$ cat src/rtl/ss_scan_driver.sv
// Multiplexed common-anode seven-segment scan driver: dead-time blanking, BCD decode, PWM brightness,
// leading-zero blanking. Optional per-digit blink when SS_BLINK_EN is defined.
module ss_scan_driver #(
  parameter int DIGITS    = 4,
  parameter int SCAN_DIV  = 131072,
  parameter int BLANK_CYC = 64,
  parameter int PWM_W     = 8,
  parameter int BLINK_W   = 8,
  localparam int IDX_W    = (DIGITS > 1) ? $clog2(DIGITS) : 1
) (
  input  logic                Clk,
  input  logic                Reset,
  input  logic [4*DIGITS-1:0] Bcd,
  input  logic [DIGITS-1:0]   DpIn,
  input  logic [PWM_W-1:0]    Bright,
  input  logic                LzbEn,
`ifdef SS_BLINK_EN
  input  logic [DIGITS-1:0]   BlinkMask,
`endif
  output logic [DIGITS-1:0]   SegmentDrivers,
  output logic [7:0]          SevenSegment,
  output logic [IDX_W-1:0]    DigitIdx
);

  localparam int SLOT_W = (SCAN_DIV > 1) ? $clog2(SCAN_DIV) : 1;

  typedef enum logic {BLANK, ON} state_t;

  state_t            state;
  logic [SLOT_W-1:0] slot_cnt;
  logic [SLOT_W-1:0] slot_nxt;
  logic              slot_last;
  logic              idx_last;
  logic [PWM_W-1:0]  pwm_cnt;
  logic [3:0]        lat_nib;
  logic              lat_dp;
  logic              lat_lzb;
  logic              lat_blk;
  logic [3:0]        cur_nib;
  logic              upper_zero;
  logic              lzb_now;
  logic              blink_bit;
  logic              blink_off;
  logic              lit;

  function automatic logic [6:0] glyph(input logic [3:0] n);
    case (n)
      4'd0:    glyph = 7'h3F;
      4'd1:    glyph = 7'h06;
      4'd2:    glyph = 7'h5B;
      4'd3:    glyph = 7'h4F;
      4'd4:    glyph = 7'h66;
      4'd5:    glyph = 7'h6D;
      4'd6:    glyph = 7'h7D;
      4'd7:    glyph = 7'h07;
      4'd8:    glyph = 7'h7F;
      4'd9:    glyph = 7'h6F;
      default: glyph = 7'h00;
    endcase
  endfunction

  assign slot_last = (slot_cnt == SLOT_W'(SCAN_DIV - 1));
  assign slot_nxt  = slot_last ? '0 : slot_cnt + 1'b1;
  assign idx_last  = (DigitIdx == IDX_W'(DIGITS - 1));
  assign cur_nib   = Bcd[4*int'(DigitIdx) +: 4];

  // A digit is a leading zero when it and every more-significant digit are zero.
  always_comb begin
    upper_zero = 1'b1;
    for (int j = 0; j < DIGITS; j++) begin
      if (j >= int'(DigitIdx) && Bcd[4*j +: 4] != 4'd0) upper_zero = 1'b0;
    end
    lzb_now = LzbEn && (DigitIdx != '0) && upper_zero;
  end

`ifdef SS_BLINK_EN
  logic [BLINK_W:0] frame_cnt;

  always_ff @(posedge Clk) begin
    if (Reset) frame_cnt <= '0;
    else if (slot_last && idx_last) frame_cnt <= frame_cnt + 1'b1;
  end

  assign blink_bit = BlinkMask[DigitIdx];
  assign blink_off = frame_cnt[BLINK_W];
`else
  assign blink_bit = 1'b0;
  assign blink_off = 1'b0;
`endif

  assign lit = (pwm_cnt < Bright) && !lat_lzb && !(blink_off && lat_blk);

  always_ff @(posedge Clk) begin
    if (Reset) begin
      state          <= BLANK;
      slot_cnt       <= '0;
      DigitIdx       <= '0;
      pwm_cnt        <= '0;
      lat_nib        <= '0;
      lat_dp         <= 1'b0;
      lat_lzb        <= 1'b0;
      lat_blk        <= 1'b0;
      SegmentDrivers <= '1;
      SevenSegment   <= 8'hFF;
    end else begin
      slot_cnt <= slot_nxt;
      pwm_cnt  <= pwm_cnt + 1'b1;
      state    <= (slot_nxt < SLOT_W'(BLANK_CYC)) ? BLANK : ON;
      if (slot_last) DigitIdx <= idx_last ? '0 : DigitIdx + 1'b1;

      // Slot start is always blanked, so the snapshot is in place before the digit lights.
      if (slot_cnt == '0) begin
        lat_nib <= cur_nib;
        lat_dp  <= DpIn[DigitIdx];
        lat_lzb <= lzb_now;
        lat_blk <= blink_bit;
      end

      if (state == ON) begin
        SegmentDrivers <= ~(DIGITS'(1) << DigitIdx);
        SevenSegment   <= lit ? ~{lat_dp, glyph(lat_nib)} : 8'hFF;
      end else begin
        SegmentDrivers <= '1;
        SevenSegment   <= 8'hFF;
      end
    end
  end

endmodule
$ cat config.mk
export PLATFORM = sky130hd
export DESIGN_NAME = ss_scan_driver
export DESIGN_NICKNAME = d
export VERILOG_FILES = /design/src/rtl/ss_scan_driver.sv
export SDC_FILE = /design/constraint.sdc
export NUM_CORES = 1
export LEC_CHECK = 0
export CAP_MARGIN = 5
export CORE_UTILIZATION = 39
export DETAILED_ROUTE_END_ITERATION = 6
export PLACE_DENSITY_LB_ADDON = 0.25
export SETUP_SLACK_MARGIN = 0.2
export SLEW_MARGIN = 10
export SYNTH_ARGS = -nofsm -noshare
export SYNTH_HDL_FRONTEND = slang
export SYNTH_SLANG_ARGS = --single-unit
$ cat constraint.sdc
create_clock -name Clk -period 2.74 [get_ports Clk]
set_input_delay 0.411 -clock Clk [delete_from_list [all_inputs] [get_ports Clk]]
set_output_delay 0.411 -clock Clk [all_outputs]
set_load 0.02 [all_outputs]
==> results of run 1 <==
==> synth_stat cells (all sizes together) <==
| cell | count |
|---|---|
| dfxtp | 53 |
| nor2 | 35 |
| ha | 23 |
| inv | 19 |
| nand2 | 14 |
| a21oi | 12 |
| nand3 | 12 |
| xor2 | 11 |
| o211ai | 8 |
| xnor2 | 8 |
| nor4 | 7 |
| o21ai | 7 |
| mux2i | 6 |
| nand4 | 6 |
| nor2b | 6 |
| and3 | 5 |
| buf | 5 |
| clkbuf | 5 |
| mux4 | 5 |
| nor3 | 5 |
| or3 | 4 |
| a21boi | 3 |
| a21o | 3 |
| a311oi | 3 |
| and4 | 3 |
| nor4b | 3 |
| o31ai | 3 |
| a31oi | 2 |
| nand2b | 2 |
| o22ai | 2 |
| o32ai | 2 |
| a2111oi | 1 |
| and2 | 1 |
| clkinv | 1 |
| mux2 | 1 |
| nand3b | 1 |
| nor3b | 1 |
| o211a | 1 |
| o21a | 1 |
| o21bai | 1 |
| o221ai | 1 |
| or2 | 1 |
| or4 | 1 |
==> stage by stage <==
stage | power, mW | utilization (%)
2_1_floorplan | 0.970 | -
3_3_place_gp | 1.05 | 49.3
3_5_place_dp | 1.05 | 49.3
4_1_cts | 1.51 | 50.7
5_1_grt | 1.58 | 50.8
6_report | 1.50 | 50.8
==> cell families (layout without fill, tap and decap cells) <==
| logic type | count (synthesis) | in the layout |
|---|---|---|
| buffers and inverters | 30 | 82 |
| AO/OA/AOI/OAI | 50 | 50 |
| multiplexers | 12 | 12 |
| XOR/XNOR | 19 | 19 |
| adder cells (fa/ha/maj) | 23 | 23 |
| AND/OR/NAND/NOR | 107 | 107 |
| flip-flops | 53 | 53 |
==> how the worst max path moves through the flow <==
stage	slack (ns)	end	cells after the start	startpoint
after floorplan	0.46	flip-flop	7	DigitIdx[1]
after global placement	0.32	flip-flop	8	Bcd[5]
after detailed placement	0.25	flip-flop	8	Bcd[5]
after CTS	0.36	flip-flop	8	slot_cnt[8]
after global routing	0.19	flip-flop	11	slot_cnt[0]
final	0.44	state	9	slot_cnt[7]
==> worst max-delay path: cells and delay by family, from the launching register on <==
| kind | cells | cell delay [ns] |
|---|---|---|
| simple gates | 6 | 0.96 |
| flops | 1 | 0.53 |
| compound gates | 2 | 0.39 |
| fa+ha+maj | 1 | 0.29 |
==> power by group through the flow <==
stage	sequential (mW)	combinational, mW	clock (mW)
after detailed placement	0.841	0.210	0
after floorplan	0.835	0.135	0
after global routing	0.829	0.238	0.509
after CTS	0.823	0.211	0.476
final	0.823	0.213	0.462
after global placement	0.842	0.207	0
==> routing by layer <==
metal / vias to the layer above / part of all wire (%)
met4: 0 / 1.1
met1: 1040 / 47
met2: 43 / 47
met3: 8 / 4.1
li1: 1144 / -
met5: - / 0
==> cell type report <==
| class | instances | area (um2) |
|---|---|---|
| clock buffer | 5 | 68.8 |
| tap | 96 | 120 |
| multi-input combinational | 211 | 1620 |
| clock inverter | 3 | 25.0 |
| timing repair buffer | 54 | 515 |
| fill | 653 | 3380 |
| sequential | 53 | 1060 |
| inverter | 20 | 75.1 |
==> timing repair <==
action	in CTS	in global routing
endpoints found under the setup margin	0	2
hold endpoints to repair	0	0
buffers inserted	0	0
resized for setup	0	2
==> results.md, run 1 <==
- FF-to-FF path depth: 9
- Synth top area cells: dfxtp_1, ha_1, nor2_1
- CTS buffer count: 5
- Mux share of post-synthesis cell area: 6.69%
- CTS clk-pin slew, worst paths: 0.10 ns
- Worst Skew: 0.00904 ns
- Gr ovfl total: 0
- Root buf cell: clkbuf_8
- Worst flop-to-flop path startpoint: slot_cnt[7]
- Hold WS: 0.403 ns
- CTS tree: built
- Largest net degree at the start of global routing: 19
- GP Congestion: 0.858
- Critical path class: flip-flop to flip-flop
- Mapped Cells: 294
- Max-slew headroom: 71.9%
- CP max stage delay: 0.53 ns
- Post-route antenna net violation count: 0
- Pwr dens: 429 nW/um2
- Required time worst endpoint: 2.92 ns
- Commonest non-fill, non-tap cells in the layout: dfxtp_1, clkdlybuf4s50_1, nor2_1
- Max-slew violations: 0
- Post-Synth Adder-Cell Area: 10.3%
- Die width: 86.8 um
- Final Cycle Share: 83.8%
- Row count: 30
- IO Count: 45
- Syn_area_per_cell: 9.54 um2
- Worst EP arrival: 2.47 ns
- Main combinational cell family by area after synthesis: simple AND/OR/NAND/NOR gates
- Met2 Use GR: 28.8%
- ANT cells: 0
- Area Overhead vs Synth: 24.4%
- Mapped Area: 2810 um2
- Post-Place Setup Slack: 0.253 ns
- Yosys cell types: 53
- Worst-Margin Slew: 0.409 ns
- Initial antenna violation count: 0
- Die area: 7540 um2
- Worst Slack Setup Final: 0.445 ns
- Switching share of power: 26.3%
- Max-cap violations: 0
- End of the worst hold path: SevenSegment[2]
- Share of cells above drive strength 1: 10.1%
- Static Leak: 1.39 nW
- Seq pwr share: 55.0%
- Setup violations, final: 0
- Compound-cell area share of the yosys netlist: 12.1%
- Clk_lat worst skew: 0.31 ns
- Post-route insts no fill: 442
- First-pass GRT wire length: 9980 um
- IO buf count: 44
- Total core area: 6870 um2
- Ys Warns: 0
- Layout net count: 399
- Wire per inst: 13.1 um
- CTS HTree Levels: 2
- Die span in y: 86.8 um
- Max clock buf depth: 2
- Drt initial violations: 96
- Area share of the largest cell type after synthesis: 37.8%
- GR peak layer: met2
- Hold-fix buffers, CTS: 0
- Cells after DPL: 434
- Net Sw Power: 0.394 mW
- Vias: 2,235
- Final hold viol count: 0
- Status: finished, final reports clean
- Met3 usage: 2.95%
- Worst setup EP type: flip-flop
- Simple-Gate Fraction of Synth Area: 22.7%
- Fmax: 0.436 GHz
- Critical-path top delay cell: dfxtp_1
- Min-Delay Path Class: flip-flop to flip-flop
- Clock Sinks: 53
- Vias in the first global route: 2,172
- Reg2reg end: state
- Initial Util: 40.8%
- WHS Path Cells: 1
- DR vias/cell: 5.06
- Global-route met1 utilization: 21.8%
- Commonest non-fill, non-tap cell in the layout: dfxtp_1
- Total track usage: 16.8%
- Minimum clock period: 2.30 ns
- RSZ-0062 raised after global routing: no
- Clk pwr share: 30.8%
- Startpoint types: flip-flop
- Yosys top cell by area: dfxtp_1
- Largest fanout on the critical path: 7
- Final wirelength: 5780 um
- Logic pwr share: 14.2%
- Post-DP HPWL: 4560 um
- First drt pass iteration count: 4
- Setup total negative slack: 0 ns
- Synth Area in XOR/XNOR: 5.93%
- Synthesized Nets: 348
- Reg2reg setup slack: 0.44 ns
- Internal: 1.10 mW
- Maximum VDD drop: 0.258 mV
- Worst path cell trace: nand2_1 -> nor3_4 -> nand2_1 -> nor2_1 -> ha_1 -> nor2_1 -> and4_1 -> a2111oi_2 -> o221ai_1
- Area post-placement: 3390 um2
- DRC viols: 0
- Design Area, Final: 3490 um2
- Register area share after synthesis: 37.8%
- Yosys reg bits: 53
(Power assumes the default switching activity.)
==> run 2: changes to the inputs <==
==> constraint.sdc (replaced) <==
create_clock -name Clk -period 2 [get_ports Clk]
set_input_delay 0.3 -clock Clk [delete_from_list [all_inputs] [get_ports Clk]]
set_output_delay 0.3 -clock Clk [all_outputs]
set_load 0.02 [all_outputs]
==> run 2 against run 1 <==
The flow now finishes with violations (setup timing). Count of clock-buffer cells in the layout unchanged. Combinational power increased by 110%. Setup slack got worse by 0.55 ns. Clock skew decreased by 0.0016 ns. Largest cell class unchanged. Maximum frequency increased by 8.8%. Via count increased by 9.6%. Sequential power increased by 37%.
==> results.md, run 2 (same netlist as run 1, synthesis figures left out) <==
- Area post-placement: 3730 um2
- DRC viols: 0
- CTS clk-pin slew, worst paths: 0.10 ns
- Startpoint types: flip-flop
- Setup violations, final: 5
- Total core area: 6870 um2
- Met2 Use GR: 33.9%
- Final Cycle Share: 106%
- First drt pass iteration count: 4
- Clk_lat worst skew: 0.31 ns
- Overall power: 2.33 mW
- Drt initial violations: 93
- Worst setup EP type: flip-flop
- Total track usage: 18.0%
- Hold-fix buffers, CTS: 0
- Initial Util: 40.8%
- Pwr dens: 567 nW/um2
- Worst Skew: 0.00741 ns
- Cells after DPL: 470
- Worst EP arrival: 2.31 ns
- Die area: 7540 um2
- DR vias/cell: 5.06
- GR peak layer: met2
- Largest net degree at the start of global routing: 18
- First-pass GRT wire length: 10,400 um
- CTS HTree Levels: 2
- Max-slew headroom: 69.4%
- ANT cells: 0
- Vias: 2,450
- Reg2reg setup slack: -0.11 ns
- Design Area, Final: 4110 um2
- Setup total negative slack: -0.376 ns
- Critical path class: flip-flop to flip-flop
- IO buf count: 44
- Max-slew violations: 0
- Min-Delay Path Class: flip-flop to flip-flop
- Maximum VDD drop: 0.321 mV
- Worst Slack Setup Final: -0.110 ns
- Max-cap violations: 0
- Failing checks: setup timing
- Root buf cell: clkbuf_8
- Die width: 86.8 um
- Initial antenna violation count: 0
- Worst-Margin Slew: 0.458 ns
- Fmax: 0.474 GHz
- CTS tree: built
- Final wirelength: 6640 um
- End of the worst hold path: SevenSegment[1]
- Gr ovfl total: 0
- Post-DP HPWL: 4950 um
- Status: complete, but fails checks
- Largest fanout on the critical path: 12
- FF-to-FF path depth: 7
- Minimum clock period: 2.11 ns
- Post-route insts no fill: 484
- Post-route antenna net violation count: 0
- Register Area: 1080 um2
- FILL cells: 585
- RSZ-0062 raised after global routing: yes
- Final hold viol count: 0
- Wire per inst: 13.7 um
- Clock Sinks: 53
- Layout net count: 441
- Max clock buf depth: 2
- GP Congestion: 0.803
- IO Count: 45
- Share of cells above drive strength 1: 30.9%
- Commonest non-fill, non-tap cell in the layout: buf_4
- Area Overhead vs Synth: 46.6%
- Row count: 30
- Hold WS: 0.400 ns
- Multi-input logic area: 1850 um2
- Die span in y: 86.8 um
- Vias in the first global route: 2,330
- Commonest non-fill, non-tap cells in the layout: buf_4, dfxtp_1, clkdlybuf4s50_1
- Static Leak: 1.69 nW
- Required time worst endpoint: 2.20 ns
- Met3 usage: 4.57%
- Global-route met1 utilization: 19.5%
- Worst flop-to-flop path startpoint: slot_cnt[8]
- CTS buffer count: 5
- WHS Path Cells: 1
==> run 2: cell types whose count changed in the layout (fill, tap and decap cells not counted), sizes merged <==
cell           change
buf               +42
bufinv             +1
clkdlybuf4s50      -3
clkinv             +1
dlygate4sd2        +1
dlymetal6s2s       +2
inv                -2
==> run 2: worst max-delay path by stage <==
stage,from,end,slack [ns],cells past startpoint
6_report,slot_cnt[8],flip-flop,-0.11,7
3_3_place_gp,Bcd[12],flip-flop,-0.24,7
5_1_grt,slot_cnt[1],flip-flop,-0.20,12
3_5_place_dp,Bcd[12],flip-flop,-0.26,7
2_1_floorplan,slot_cnt[0],flip-flop,-0.06,11
4_1_cts,slot_cnt[1],flip-flop,-0.05,11
==> run 2: critical path, cell delays in order, from the launching register on <==
cell and delay, ns:
dfxtp_2 0.35, nor4_4 0.41, nand4_4 0.21, buf_4 0.19, buf_8 0.14, mux2_4 0.34
a21boi_1 0.25, o31ai_1 0.11
==> run 2: through the flow <==
| step | util [%] | worst slack (ns) |
|---|---|---|
| floorplan | - | -0.0599 |
| global placement | 54.3 | -0.240 |
| detailed placement | 54.3 | -0.262 |
| CTS | 57.2 | -0.0548 |
| global route | 59.9 | -0.198 |
| finish | 59.9 | -0.110 |
==> run 2: power by group <==
part           internal (mW)  switching, mW  leakage [nW]  total [mW]
registers               1.10         0.0299         0.438        1.13
clock network          0.375          0.379        0.0543       0.754
logic                  0.255          0.191          1.20       0.446
total                   1.73          0.600          1.69        2.33
==> run 2: what timing repair did <==
item,CTS,global route
endpoints found under the setup margin,20,28
resized for setup,14,39
buffers inserted,4,2
pin swaps,9,12
==> run 2: routing by layer <==
layer	vias up	part of all wire [%]	wire [um]
met5	-	0	0
met4	0	1.7	111
met3	12	4.2	276
met2	52	51	3410
met1	1153	43	2850
li1	1233	-	-
==> run 2: final cells by class <==
class / count / area share (%)
clock buffers: 5 / 1.67
inverters: 20 / 1.83
flip-flops and latches: 53 / 26.2
repair buffers: 96 / 21.3
clock inverters: 3 / 1.13
well taps: 96 / 2.92
multi-input cells: 211 / 44.9
